$ cat config.mk
export PLATFORM = sky130hd
export DESIGN_NAME = axi4lite_master
export DESIGN_NICKNAME = d
export VERILOG_FILES = /design/src/rtl/axi4lite_master.sv
export SDC_FILE = /design/constraint.sdc
export NUM_CORES = 1
export LEC_CHECK = 0
export ABC_AREA = 1
export BUFFER_PORTS_ARGS = -buffer_cell sky130_fd_sc_hd__buf_2
export CAP_MARGIN = 10
export CORE_MARGIN = 2
export CORE_UTILIZATION = 36
export CTS_CLUSTER_DIAMETER = 80
export DETAILED_ROUTE_END_ITERATION = 7
export GPL_TIMING_DRIVEN = 0
export PLACE_DENSITY = 0.71
export SYNTH_ARGS = -nofsm -noshare
export SYNTH_HDL_FRONTEND = slang
export SYNTH_SLANG_ARGS = --single-unit
export TNS_END_PERCENT = 20
$ cat constraint.sdc
create_clock -name clk -period 1.2 [get_ports clk]
set_input_delay 0.18 -clock clk [delete_from_list [all_inputs] [get_ports clk]]
set_output_delay 0.18 -clock clk [all_outputs]
set_load 0.01 [all_outputs]
$ cat src/rtl/axi4lite_master.sv
// axi4lite_master: single-outstanding AXI4-Lite master behind a simple request/ready bus.
// Define AXI4LITE_MASTER_TIMEOUT_EN to abort stalled transactions after TIMEOUT_CYCLES.
module axi4lite_master #(
    parameter int DATA_WIDTH     = 32,
    parameter int ADDR_WIDTH     = 32,
    parameter int TIMEOUT_CYCLES = 256
) (
    input  logic                    clk,
    input  logic                    reset,
    input  logic                    bus_req,
    input  logic                    bus_req_is_wr,
    input  logic [ADDR_WIDTH-1:0]   bus_addr,
    input  logic [DATA_WIDTH-1:0]   bus_wr_data,
    input  logic [DATA_WIDTH/8-1:0] bus_wr_strobe,
    output logic                    bus_ready,
    output logic [DATA_WIDTH-1:0]   bus_rd_data,
    output logic                    bus_err,
    output logic [ADDR_WIDTH-1:0]   M_AXI_AWADDR,
    output logic                    M_AXI_AWVALID,
    input  logic                    M_AXI_AWREADY,
    output logic [DATA_WIDTH-1:0]   M_AXI_WDATA,
    output logic [DATA_WIDTH/8-1:0] M_AXI_WSTRB,
    output logic                    M_AXI_WVALID,
    input  logic                    M_AXI_WREADY,
    input  logic [1:0]              M_AXI_BRESP,
    input  logic                    M_AXI_BVALID,
    output logic                    M_AXI_BREADY,
    output logic [ADDR_WIDTH-1:0]   M_AXI_ARADDR,
    output logic                    M_AXI_ARVALID,
    input  logic                    M_AXI_ARREADY,
    input  logic [DATA_WIDTH-1:0]   M_AXI_RDATA,
    input  logic [1:0]              M_AXI_RRESP,
    input  logic                    M_AXI_RVALID,
    output logic                    M_AXI_RREADY
);
    typedef enum logic [2:0] {IDLE, WR_REQ, WR_RESP, RD_REQ, RD_RESP, DONE} state_e;
    state_e                  state_q, state_d;
    logic [ADDR_WIDTH-1:0]   addr_q, addr_d;
    logic [DATA_WIDTH-1:0]   wdata_q, wdata_d, rdata_q, rdata_d;
    logic [DATA_WIDTH/8-1:0] wstrb_q, wstrb_d;
    logic                    awvalid_q, awvalid_d, wvalid_q, wvalid_d, arvalid_q, arvalid_d;
    logic                    err_q, err_d;
    logic                    timeout;
    logic                    unused_resp;
    assign unused_resp = ^{M_AXI_BRESP[0], M_AXI_RRESP[0]};
`ifdef AXI4LITE_MASTER_TIMEOUT_EN
    localparam int CW = $clog2(TIMEOUT_CYCLES) + 1;
    logic [CW-1:0] cnt_q, cnt_d;
    assign cnt_d = (state_q == IDLE) ? '0 : (state_q == DONE) ? cnt_q : cnt_q + 1'b1;
    assign timeout = state_q != IDLE && state_q != DONE && cnt_q == CW'(TIMEOUT_CYCLES - 1);
    always_ff @(posedge clk) begin
        cnt_q <= reset ? '0 : cnt_d;
    end
`else
    localparam int unused_timeout_cycles = TIMEOUT_CYCLES;
    assign timeout = 1'b0;
`endif
    always_comb begin
        state_d   = state_q;
        addr_d    = addr_q;
        wdata_d   = wdata_q;
        wstrb_d   = wstrb_q;
        rdata_d   = rdata_q;
        err_d     = err_q;
        awvalid_d = awvalid_q & ~M_AXI_AWREADY;
        wvalid_d  = wvalid_q & ~M_AXI_WREADY;
        arvalid_d = arvalid_q & ~M_AXI_ARREADY;
        case (state_q)
            IDLE: if (bus_req) begin
                addr_d    = bus_addr;
                wdata_d   = bus_wr_data;
                wstrb_d   = bus_wr_strobe;
                awvalid_d = bus_req_is_wr;
                wvalid_d  = bus_req_is_wr;
                arvalid_d = ~bus_req_is_wr;
                state_d   = bus_req_is_wr ? WR_REQ : RD_REQ;
            end
            // Move on only once the VALIDs have actually dropped, keeping read and write latency equal.
            WR_REQ:  if (!awvalid_q && !wvalid_q) state_d = WR_RESP;
            RD_REQ:  if (!arvalid_q) state_d = RD_RESP;
            WR_RESP: if (M_AXI_BVALID) begin
                err_d   = M_AXI_BRESP[1];
                rdata_d = '0;
                state_d = DONE;
            end
            RD_RESP: if (M_AXI_RVALID) begin
                err_d   = M_AXI_RRESP[1];
                rdata_d = M_AXI_RDATA;
                state_d = DONE;
            end
            default: state_d = IDLE;
        endcase
        if (timeout) begin
            awvalid_d = 1'b0;
            wvalid_d  = 1'b0;
            arvalid_d = 1'b0;
            err_d     = 1'b1;
            rdata_d   = '0;
            state_d   = DONE;
        end
    end
    always_ff @(posedge clk) begin
        if (reset) begin
            state_q   <= IDLE;
            addr_q    <= '0;
            wdata_q   <= '0;
            wstrb_q   <= '0;
            rdata_q   <= '0;
            err_q     <= 1'b0;
            awvalid_q <= 1'b0;
            wvalid_q  <= 1'b0;
            arvalid_q <= 1'b0;
        end else begin
            state_q   <= state_d;
            addr_q    <= addr_d;
            wdata_q   <= wdata_d;
            wstrb_q   <= wstrb_d;
            rdata_q   <= rdata_d;
            err_q     <= err_d;
            awvalid_q <= awvalid_d;
            wvalid_q  <= wvalid_d;
            arvalid_q <= arvalid_d;
        end
    end
    assign bus_ready     = state_q == DONE;
    assign bus_err       = bus_ready & err_q;
    assign bus_rd_data   = rdata_q;
    assign M_AXI_AWADDR  = addr_q;
    assign M_AXI_ARADDR  = addr_q;
    assign M_AXI_WDATA   = wdata_q;
    assign M_AXI_WSTRB   = wstrb_q;
    assign M_AXI_AWVALID = awvalid_q;
    assign M_AXI_WVALID  = wvalid_q;
    assign M_AXI_ARVALID = arvalid_q;
    assign M_AXI_BREADY  = state_q == WR_RESP;
    assign M_AXI_RREADY  = state_q == RD_RESP;
endmodule

==> impl_results.md, run 1 <==
- Status: finished with violations
- Failing checks: negative setup slack
- Fin crit period: 1.378 ns
- Number of hold buffers added after CTS: 0
- Clock sink count: 107
- Vias per inst: 4.469
- Area of the mapped netlist: 0.004134 mm2
- First-pass GRT wire length: 18.86 mm
- DRT iter0 DRCs: 235
- Routed Antenna Nets: 0
- Antenna violations before repair: 0
- Ys flop type: dfxtp_1
- Placer Congestion: 0.7595
- Final WL: 12.43 mm
- Core area: 0.01132 mm2
- Post-DP HPWL: 9.113 mm
- CP Data Arrival Time: 1.67 ns
- CTS H-tree lvls: 3
- Cell taking the most area after synthesis: dfxtp_1
- Die height: 111.2 um
- EDFF count, synth: 0
- Clock Root Buffer: clkbuf_16
- PortBufs: 248
- Horiz. Die Dim: 111.2 um
- Grt total ovfl: 0
- Fmax: 0.7258 GHz
- Cell Rows: 39
- Commonest cells post-synth: 217 x nand2_1, 107 x dfxtp_1, 102 x a21oi_1, 36 x buf_4, 17 x clkbuf_1
- CP required: 1.49 ns
- CTS clk-pin slew, worst paths: 0.07 ns
- Top-area cell type share of the netlist area: 0.5182
- Setup tns final: -12.45 ns
- P_leak: 0.003110 uW
- Clock buffer depth: 2
- Clock Latency Late Sink: 0.35 ns
- Routed vias: 4299
- Setup ws final: -0.1777 ns
- Synth top area cells: dfxtp_1 52%, nand2_1 20%, a21oi_1 12%, buf_4 6.5%, buf_6 1.6%
- IO Pins: 252
- Netlist cell types: 23
- Max Fanout on Critical Path: 8
- Critical path class: flop to flop
- Post-Syn Instances: 539
- RSZ-0062 raised after global routing: true
- CTS tree: yes
- Critical Path Max Stage Delay: 0.37 ns
- Seq/Total Area, Yosys: 0.5182
- Critical path's slowest cell: dfxtp_4
- Routed WL per cell: 12.92 um
- Worst hold path class: input pin to flop
- Initial Utilization: 0.3652
- GRT Total Usage: 0.1886
- Antenna Cells: 0
- Final nets: 927
- Fin. max-slew vios: 0
- FFs w/ async S/R, synth: 0
- Die Area: 0.01236 mm2
- Peak VDD IR: 0.001680 V
- Tightest Pin Transition: 0.6396 ns
- Crit-path cells: nor2_4 -> nand3_4 -> inv_6 -> buf_12 -> buf_8 -> nand2_2 -> a21oi_2
- Yosys Warn Count: 0
- DRT Pass-1 Iters: 4
- Vias in the first global route: 3863
- MaxCap Viol Count: 0
- Most common cell in the synthesized netlist: nand2_1
- CP endpoint kind: flop
- Mapped Avg Cell Area: 7.670 um2
- Worst setup SP type: flop
- CTS Buf Count: 9
- Cell Pwr Density: 2063 mW/mm2
- Yosys reg bits: 107
- Total power: 13030 uW
- Number of setup violations in the final report: 110
- Clk_skew: 0.006244 ns
- Syn-to-layout area delta: 52.72%
- Ratio of final minimum period to clock period: 1.148
- Post-route cell area: 0.006314 mm2
- Relative slew slack: 0.5736
- Synthesized net count: 652
- Largest net degree at the start of global routing: 18
- DRC Markers: 0
- Final Hold Vio Count: 0
- Layout cells sized above 1: 0.4725
- DP Area: 0.005575 mm2
==> report_power, final <==
group          switching, uW  leakage (uW)  internal, uW
clock                   1340      0.000132          1470
sequential               444      0.000874          4180
combinational           3000       0.00210          2580
==> path summary, 6_finish.rpt <==
path | startpoint | to | slack [ns] | cells after the start
worst max register to register | state_q[0]$_SDFFE_PP0P_ | M_AXI_WDATA[16]$_SDFFE_PP0P_ | -0.18 | 7
worst min-delay path | bus_addr[2] | M_AXI_ARADDR[2]$_SDFFE_PP0P_ | 0.06 | 3
worst max-delay path | state_q[0]$_SDFFE_PP0P_ | M_AXI_WDATA[16]$_SDFFE_PP0P_ | -0.18 | 7
worst min register to register | M_AXI_WDATA[22]$_SDFFE_PP0P_ | M_AXI_WDATA[22]$_SDFFE_PP0P_ | 0.46 | 2
==> per-layer routing <==
| metal | wire length, um | track usage |
|---|---|---|
| met1 | 5168 | 0.2278 |
| met2 | 6349 | 0.3236 |
| met3 | 809 | 0.06670 |
| met4 | 101 | 0.04198 |
| met5 | 0 | 0 |
==> what timing repair did <==
item	CTS	global route
pin swaps	5	8
setup endpoints to repair	111	112
gates resized for setup	37	57
setup buffers	9	5
gates cloned	1	3
==> logic make-up (layout without fill, tap and decap cells) <==
group / after synthesis / in the layout / synth area share
AND/OR/NAND/NOR: 247 / 247 / 0.2361
flip-flops: 107 / 107 / 0.5182
AO/OA/AOI/OAI: 106 / 106 / 0.1289
buffers and inverters: 79 / 359 / 0.1168
==> cells in the final DEF (no fill, tap or decap), types with 12 or more instances in the layout <==
cell	instances
clkbuf_16	12
dfxtp_1	102
nand2_2	15
buf_2	248
buf_4	49
a21oi_2	14
nor2_1	14
nand2_1	199
a21oi_1	88
clkbuf_1	12
==> cell type report <==
cell class	instances	area, um2
clock buffers	11	242.7
well taps	143	178.9
repair buffers	266	1435
multi-input cells	353	1689
flip-flops and latches	107	2156
fillers	1126	5007
inverters	15	76.32
plain buffers	62	498.0
clock inverters	5	37.54
==> worst max-delay path: cells and delay by family, from the launching register on <==
family                 cells  cell delay, ns
and+or+nand+nor            3            0.41
buffers and inverters      3            0.40
DFF                        1            0.37
AOI/OAI and AO/OA          1            0.13
==> state kept, by name, indices dropped and copies added, names as in the netlist <==
register,flops
M_AXI_WVALID,1
bus_rd_data,32
M_AXI_ARADDR,32
M_AXI_AWVALID,1
err_q,1
M_AXI_ARVALID,1
M_AXI_WDATA,32
M_AXI_WSTRB,4
state_q,3
==> metrics by stage <==
step	cells	util	setup WS [ns]	hold slack, ns
finish	962	0.5577	-0.1777	0.05621
global route	962	0.5577	-0.2604	0.05597
CTS	954	0.5344	-0.2090	0.04629
detailed placement	930	0.4925	-0.3462	0.4351
global placement	930	0.4925	-0.3317	0.4289
floorplan	539	-	-0.05083	0.3227
No activity file was read; power rests on OpenSTA's default activity.
==> run 2, diff against run 1 <==
--- a/config.mk
+++ b/config.mk
@@ -9,11 +9,11 @@
 export BUFFER_PORTS_ARGS = -buffer_cell sky130_fd_sc_hd__buf_2
 export CAP_MARGIN = 10
 export CORE_MARGIN = 2
-export CORE_UTILIZATION = 36
+export CORE_UTILIZATION = 39
 export CTS_CLUSTER_DIAMETER = 80
 export DETAILED_ROUTE_END_ITERATION = 7
 export GPL_TIMING_DRIVEN = 0
-export PLACE_DENSITY = 0.71
+export PLACE_DENSITY = 0.76
 export SYNTH_ARGS = -nofsm -noshare
 export SYNTH_HDL_FRONTEND = slang
 export SYNTH_SLANG_ARGS = --single-unit
==> impl_results.md, run 2 (synthesis results as in run 1) <==
- Layout cells sized above 1: 0.4779 (+0.005414)
- CTS clk-pin slew, worst paths: 0.11 ns (+0.04 ns)
- GRT Total Usage: 0.1998 (+0.01120)
- Commonest non-fill, non-tap cell in the layout: buf_2
- DRT iter0 DRCs: 204 (-13%)
- CP endpoint kind: flop
- RSZ-0062 raised after global routing: true
- CP Data Arrival Time: 1.73 ns (+0.06 ns)
- Number of hold buffers added after CTS: 0 (unchanged)
- First-pass GRT wire length: 18.26 mm (-3.1%)
- Placer Congestion: 0.8177 (+7.7%)
- DRC Markers: 0 (unchanged)
- Routed vias: 4262 (-0.86%)
- Cell Rows: 37 (-5.1%)
- Horiz. Die Dim: 107.0 um (-3.8%)
- Relative slew slack: 0.5861 (+0.01245)
- Largest net degree at the start of global routing: 20 (+2)
- Routed Antenna Nets: 0 (unchanged)
- Worst hold path class: input pin to flop
- Cell Pwr Density: 2002 mW/mm2 (-3.0%)
- Peak VDD IR: 0.001052 V (-37%)
- Fin crit period: 1.429 ns (+0.05118 ns)
- Post-DP HPWL: 9.018 mm (-1.0%)
- CTS Buf Count: 9 (unchanged)
- Clock sink count: 107 (unchanged)
- Fmax: 0.6998 GHz (-3.6%)
- Grt total ovfl: 0 (unchanged)
- Die height: 107.0 um (-3.8%)
- IO Pins: 252 (unchanged)
- Final Hold Vio Count: 0 (unchanged)
- Failing checks: negative setup slack
- Critical path class: flop to flop
- Most frequent cells in the layout: 249 x buf_2, 205 x nand2_1, 98 x dfxtp_1
- Number of setup violations in the final report: 111 (+0.91%)
- Core area: 0.01032 mm2 (-8.8%)
- Clock Latency Late Sink: 0.36 ns (about the same)
- Antenna violations before repair: 0 (unchanged)
- P_leak: 0.003033 uW (-2.5%)
- Die Area: 0.01144 mm2 (-7.4%)
- Vias per inst: 4.477 (+0.18%)
- Setup tns final: -16.24 ns (-3.795 ns)
- DRT Pass-1 Iters: 4 (unchanged)
- Fin Hold WS: 0.04709 ns (-0.009122 ns)
- Fin. max-slew vios: 0 (unchanged)
- Clock Root Buffer: clkbuf_8
- Tightest Pin Transition: 0.6209 ns (-0.01868 ns)
- PortBufs: 248 (unchanged)
- Ratio of final minimum period to clock period: 1.191 (+0.04265)
- Vias in the first global route: 3798 (-1.7%)
- CP required: 1.50 ns (about the same)
- Initial Utilization: 0.4004 (+0.03527)
- Antenna Cells: 0 (unchanged)
- Worst setup SP type: flop
- MaxCap Viol Count: 0 (unchanged)
- Status: finished with violations
- Final WL: 12.18 mm (-2.0%)
- Syn-to-layout area delta: 49.55%
- CTS tree: yes
- Clk_skew: 0.01051 ns (+0.004264 ns)
- Routed WL per cell: 12.79 um (-1.0%)
- Clock buffer depth: 2 (unchanged)
- CTS H-tree lvls: 3 (unchanged)
- Final nets: 924 (-0.32%)
- Max Fanout on Critical Path: 8 (unchanged)
- Setup ws final: -0.2289 ns (-0.05118 ns)
==> run 2: path summary, 6_finish.rpt <==
path	start	end	slack, ns	cells after the start
setup / recovery	state_q[0]$_SDFFE_PP0P_	M_AXI_WDATA[24]$_SDFFE_PP0P_	-0.23	7
hold / removal	bus_wr_data[14]	M_AXI_WDATA[14]$_SDFFE_PP0P_	0.05	3
setup reg to reg	state_q[0]$_SDFFE_PP0P_	M_AXI_WDATA[24]$_SDFFE_PP0P_	-0.23	7
hold reg to reg	M_AXI_WDATA[4]$_SDFFE_PP0P_	M_AXI_WDATA[4]$_SDFFE_PP0P_	0.47	2
==> run 2: layer usage <==
metal,share of wire,global-route usage,vias up
li1,-,-,2221
met1,0.42,0.2432,1898
met2,0.51,0.3467,124
met3,0.051,0.04134,19
met4,0.021,0.07607,0
met5,0,0,-
==> run 2: layout make-up <==
cell class	instances	area, um2
Inverter	15	71.32
Sequential cell	107	2161
Fill cell	1003	4141
Buffer	61	450.4
Clock inverter	6	80.08
Multi-Input combinational cell	353	1688
Tap cell	136	170.2
Clock buffer	10	137.6
Timing Repair Buffer	264	1424
==> run 2: metrics by stage <==
step                      setup slack (ns)    util  instances  cell area (um2)  power, uW
after global placement             -0.2895  0.5392        923             5567       9047
after CTS                          -0.2361  0.5774        946             5961      11990
after floorplan                   -0.05083       -        539             4155       7542
final                              -0.2289  0.5988        952             6182      12380
after global routing               -0.2810  0.5988        952             6182      13180
after detailed placement           -0.3518  0.5392        923             5567       9110
==> run 2: power by group <==
part / switching (uW) / internal, uW / leakage (uW)
Sequential: 435 / 4190 / 0.000876
Clock: 1270 / 1070 / 0.000109
Combinational: 2940 / 2470 / 0.00205
==> run 2: what timing repair did <==
item,CTS,global route
pin swaps,7,7
setup buffers,8,5
resized for setup,42,41
setup endpoints to repair,113,116
gates cloned,0,3
==> run 2: worst max-delay path: stages (launching register included) <==
cell	delay (ns)
dfxtp_4	0.39
nor2_4	0.18
nand3_4	0.19
inv_6	0.14
buf_8	0.15
clkbuf_16	0.15
nand2_2	0.05
a21oi_2	0.12
==> run 3, diff against run 2 <==
--- a/config.mk
+++ b/config.mk
@@ -9,11 +9,11 @@
 export BUFFER_PORTS_ARGS = -buffer_cell sky130_fd_sc_hd__buf_2
 export CAP_MARGIN = 10
 export CORE_MARGIN = 2
-export CORE_UTILIZATION = 39
+export CORE_UTILIZATION = 41
 export CTS_CLUSTER_DIAMETER = 80
 export DETAILED_ROUTE_END_ITERATION = 7
 export GPL_TIMING_DRIVEN = 0
-export PLACE_DENSITY = 0.76
+export PLACE_DENSITY = 0.77
 export SYNTH_ARGS = -nofsm -noshare
 export SYNTH_HDL_FRONTEND = slang
 export SYNTH_SLANG_ARGS = --single-unit
==> constraint.sdc (replaced) <==
create_clock -name clk -period 1.63 [get_ports clk]
set_input_delay 0.2445 -clock clk [delete_from_list [all_inputs] [get_ports clk]]
set_output_delay 0.2445 -clock clk [all_outputs]
set_load 0.01 [all_outputs]
==> impl_results.md, run 3 (synthesis results as in run 1) <==
- Routed vias: 4291 (+0.68%)
- Core area: 0.009774 mm2 (-5.3%)
- Tightest Pin Transition: 0.5756 ns (-0.04532 ns)
- Reg2reg end: M_AXI_WDATA[15]$_SDFFE_PP0P_
- Final nets: 914 (-1.1%)
- MaxCap Viol Count: 0 (unchanged)
- Horiz. Die Dim: 104.4 um (-2.4%)
- DRT iter0 DRCs: 192 (-5.9%)
- Critical Path Max Stage Delay: 0.32 ns (-0.07 ns)
- Clock Root Buffer: clkbuf_8
- CTS H-tree lvls: 3 (unchanged)
- DRT Pass-1 Iters: 4 (unchanged)
- Clock sink count: 107 (unchanged)
- CP Data Arrival Time: 1.27 ns (-0.46 ns)
- Setup tns final: 0 ns (+16.24 ns)
- Number of setup violations in the final report: 0 (-100%)
- Critical path's slowest cell: dfxtp_1
- Cell Pwr Density: 1421 mW/mm2 (-29%)
- Initial Utilization: 0.4229 (+0.02250)
- Ratio of final minimum period to clock period: 0.9299
- CTS tree: yes
- Hold Path End: bus_rd_data[17]$_SDFFE_PP0P_
- First-pass GRT wire length: 18.84 mm (+3.2%)
- Commonest non-fill, non-tap cell in the layout: buf_2
- Critical path class: flop to output port
- Routed WL per cell: 12.45 um (-2.7%)
- Vias per inst: 4.570 (+2.1%)
- Fmax: 0.6597 GHz
- Fillers: 947 (-5.6%)
- Clock Latency Late Sink: 0.36 ns (about the same)
- Hold path depth: 3 (unchanged)
- IO Pins: 252 (unchanged)
- DRC Markers: 0 (unchanged)
- P_leak: 0.002904 uW (-4.2%)
- DP Area: 0.005542 mm2 (-0.45%)
- CP required: 1.39 ns (-0.11 ns)
- Routed Antenna Nets: 0 (unchanged)
- Util after Layout: 0.5914 (-0.007439)
- Most frequent cells in the layout: 253 x buf_2, 217 x nand2_1, 105 x dfxtp_1
- Antenna violations before repair: 0 (unchanged)
- Reg2reg setup slack: 0.17 ns (+0.40 ns)
- Status: completed
- CTS clk-pin slew, worst paths: 0.11 ns (about the same)
- Antenna Cells: 0 (unchanged)
- Fin Hold WS: 0.1176 ns (+0.07053 ns)
- GRT Total Usage: 0.2084 (+0.008521)
- Post-route cell area: 0.005781 mm2 (-6.5%)
- Clk_skew: 0.01640 ns (+0.005888 ns)
- Cell Rows: 36 (-2.7%)
- CP endpoint kind: output port
- Die height: 104.4 um (-2.4%)
- Worst reg2reg path depth: 8 (+1)
- RSZ-0062 raised after global routing: false
- Grt total ovfl: 0 (unchanged)
- Peak VDD IR: 0.0006341 V (-40%)
- Layout cells sized above 1: 0.4045 (-0.07347)
- Worst setup SP type: flop
- Fin. max-slew vios: 0 (unchanged)
- Clock buffer depth: 2 (unchanged)
- Reg-to-Reg Start: state_q[1]$_SDFFE_PP0P_
- Number of hold buffers added after CTS: 0 (unchanged)
- Final WL: 11.69 mm (-4.0%)
- Worst hold path class: input pin to flop
- Max Fanout on Critical Path: 8 (unchanged)
- Syn-to-layout area delta: 39.83%
- Final Hold Vio Count: 0 (unchanged)
- Placer Congestion: 0.8321 (+1.8%)
- Vias in the first global route: 3983 (+4.9%)
- Die Area: 0.01090 mm2 (-4.7%)
- Post-DP HPWL: 9.056 mm (+0.42%)
- CTS Buf Count: 9 (unchanged)
- Fin crit period: 1.516 ns
- Min-delay src: M_AXI_RDATA[17]
- Crit-path cells: buf_6 -> nor2_4 -> nand2_2 -> inv_2 -> buf_2
- Relative slew slack: 0.6163 (+0.03021)
- PortBufs: 248 (unchanged)
- Largest net degree at the start of global routing: 18 (-10%)
-- run 3: worst max-delay path by stage --
stage | startpoint | end | cells after the start
2_1_floorplan | state_q[1]$_SDFFE_PP0P_ | bus_rd_data[10]$_SDFFE_PP0P_ | 8
3_3_place_gp | state_q[1]$_SDFFE_PP0P_ | M_AXI_WDATA[11]$_SDFFE_PP0P_ | 8
3_5_place_dp | state_q[1]$_SDFFE_PP0P_ | M_AXI_WDATA[15]$_SDFFE_PP0P_ | 8
4_1_cts | state_q[0]$_SDFFE_PP0P_ | bus_err | 3
5_1_grt | state_q[1]$_SDFFE_PP0P_ | bus_rd_data[10]$_SDFFE_PP0P_ | 8
6_report | state_q[1]$_SDFFE_PP0P_ | M_AXI_RREADY | 5
-- run 3: timing repair --
action                                 in CTS  in global routing
endpoints found under the hold margin       0                  0
resized for setup                           0                  3
buffers inserted                            0                  3
setup endpoints to repair                   0                 22
-- run 3: area by class of cell --
cell class | count | area, um2 | share of cell area
sequential | 107 | 2145 | 0.3710
tap | 133 | 166.4 | 0.02879
timing repair buffer | 251 | 1276 | 0.2208
clock buffer | 12 | 165.2 | 0.02857
multi-input combinational | 353 | 1509 | 0.2610
clock inverter | 4 | 33.78 | 0.005844
buffer | 64 | 426.7 | 0.07381
inverter | 15 | 58.81 | 0.01017
-- run 3: report_power, final --
group | switching, uW | internal [uW]
Combinational | 1890 | 1380
Sequential | 298 | 3060
Clock | 893 | 691
Total | 3080 | 5130
-- run 3: stage by stage --
| step | setup slack (ns) | power, uW | std cells |
|---|---|---|---|
| final | 0.1142 | 8214 | 939 |
| after detailed placement | 0.07818 | 6626 | 920 |
| after global routing | 0.01478 | 8820 | 939 |
| after global placement | 0.1327 | 6539 | 920 |
| after CTS | 0.01925 | 8218 | 936 |
| after floorplan | 0.3547 | 5489 | 539 |
-- run 3: layer usage --
metal | global-route usage | vias up | part of all wire
li1 | - | 2197 | -
met1 | 0.2545 | 1923 | 0.41
met2 | 0.3613 | 148 | 0.50
met3 | 0.03509 | 23 | 0.059
met4 | 0.08687 | 0 | 0.026
met5 | 0 | - | 0
-- run 3: critical path: cells and delay by family (launching register included) --
family	cells	cell delay, ns
buffers and inverters	3	0.35
flip-flops	1	0.32
AND/OR/NAND/NOR	2	0.25
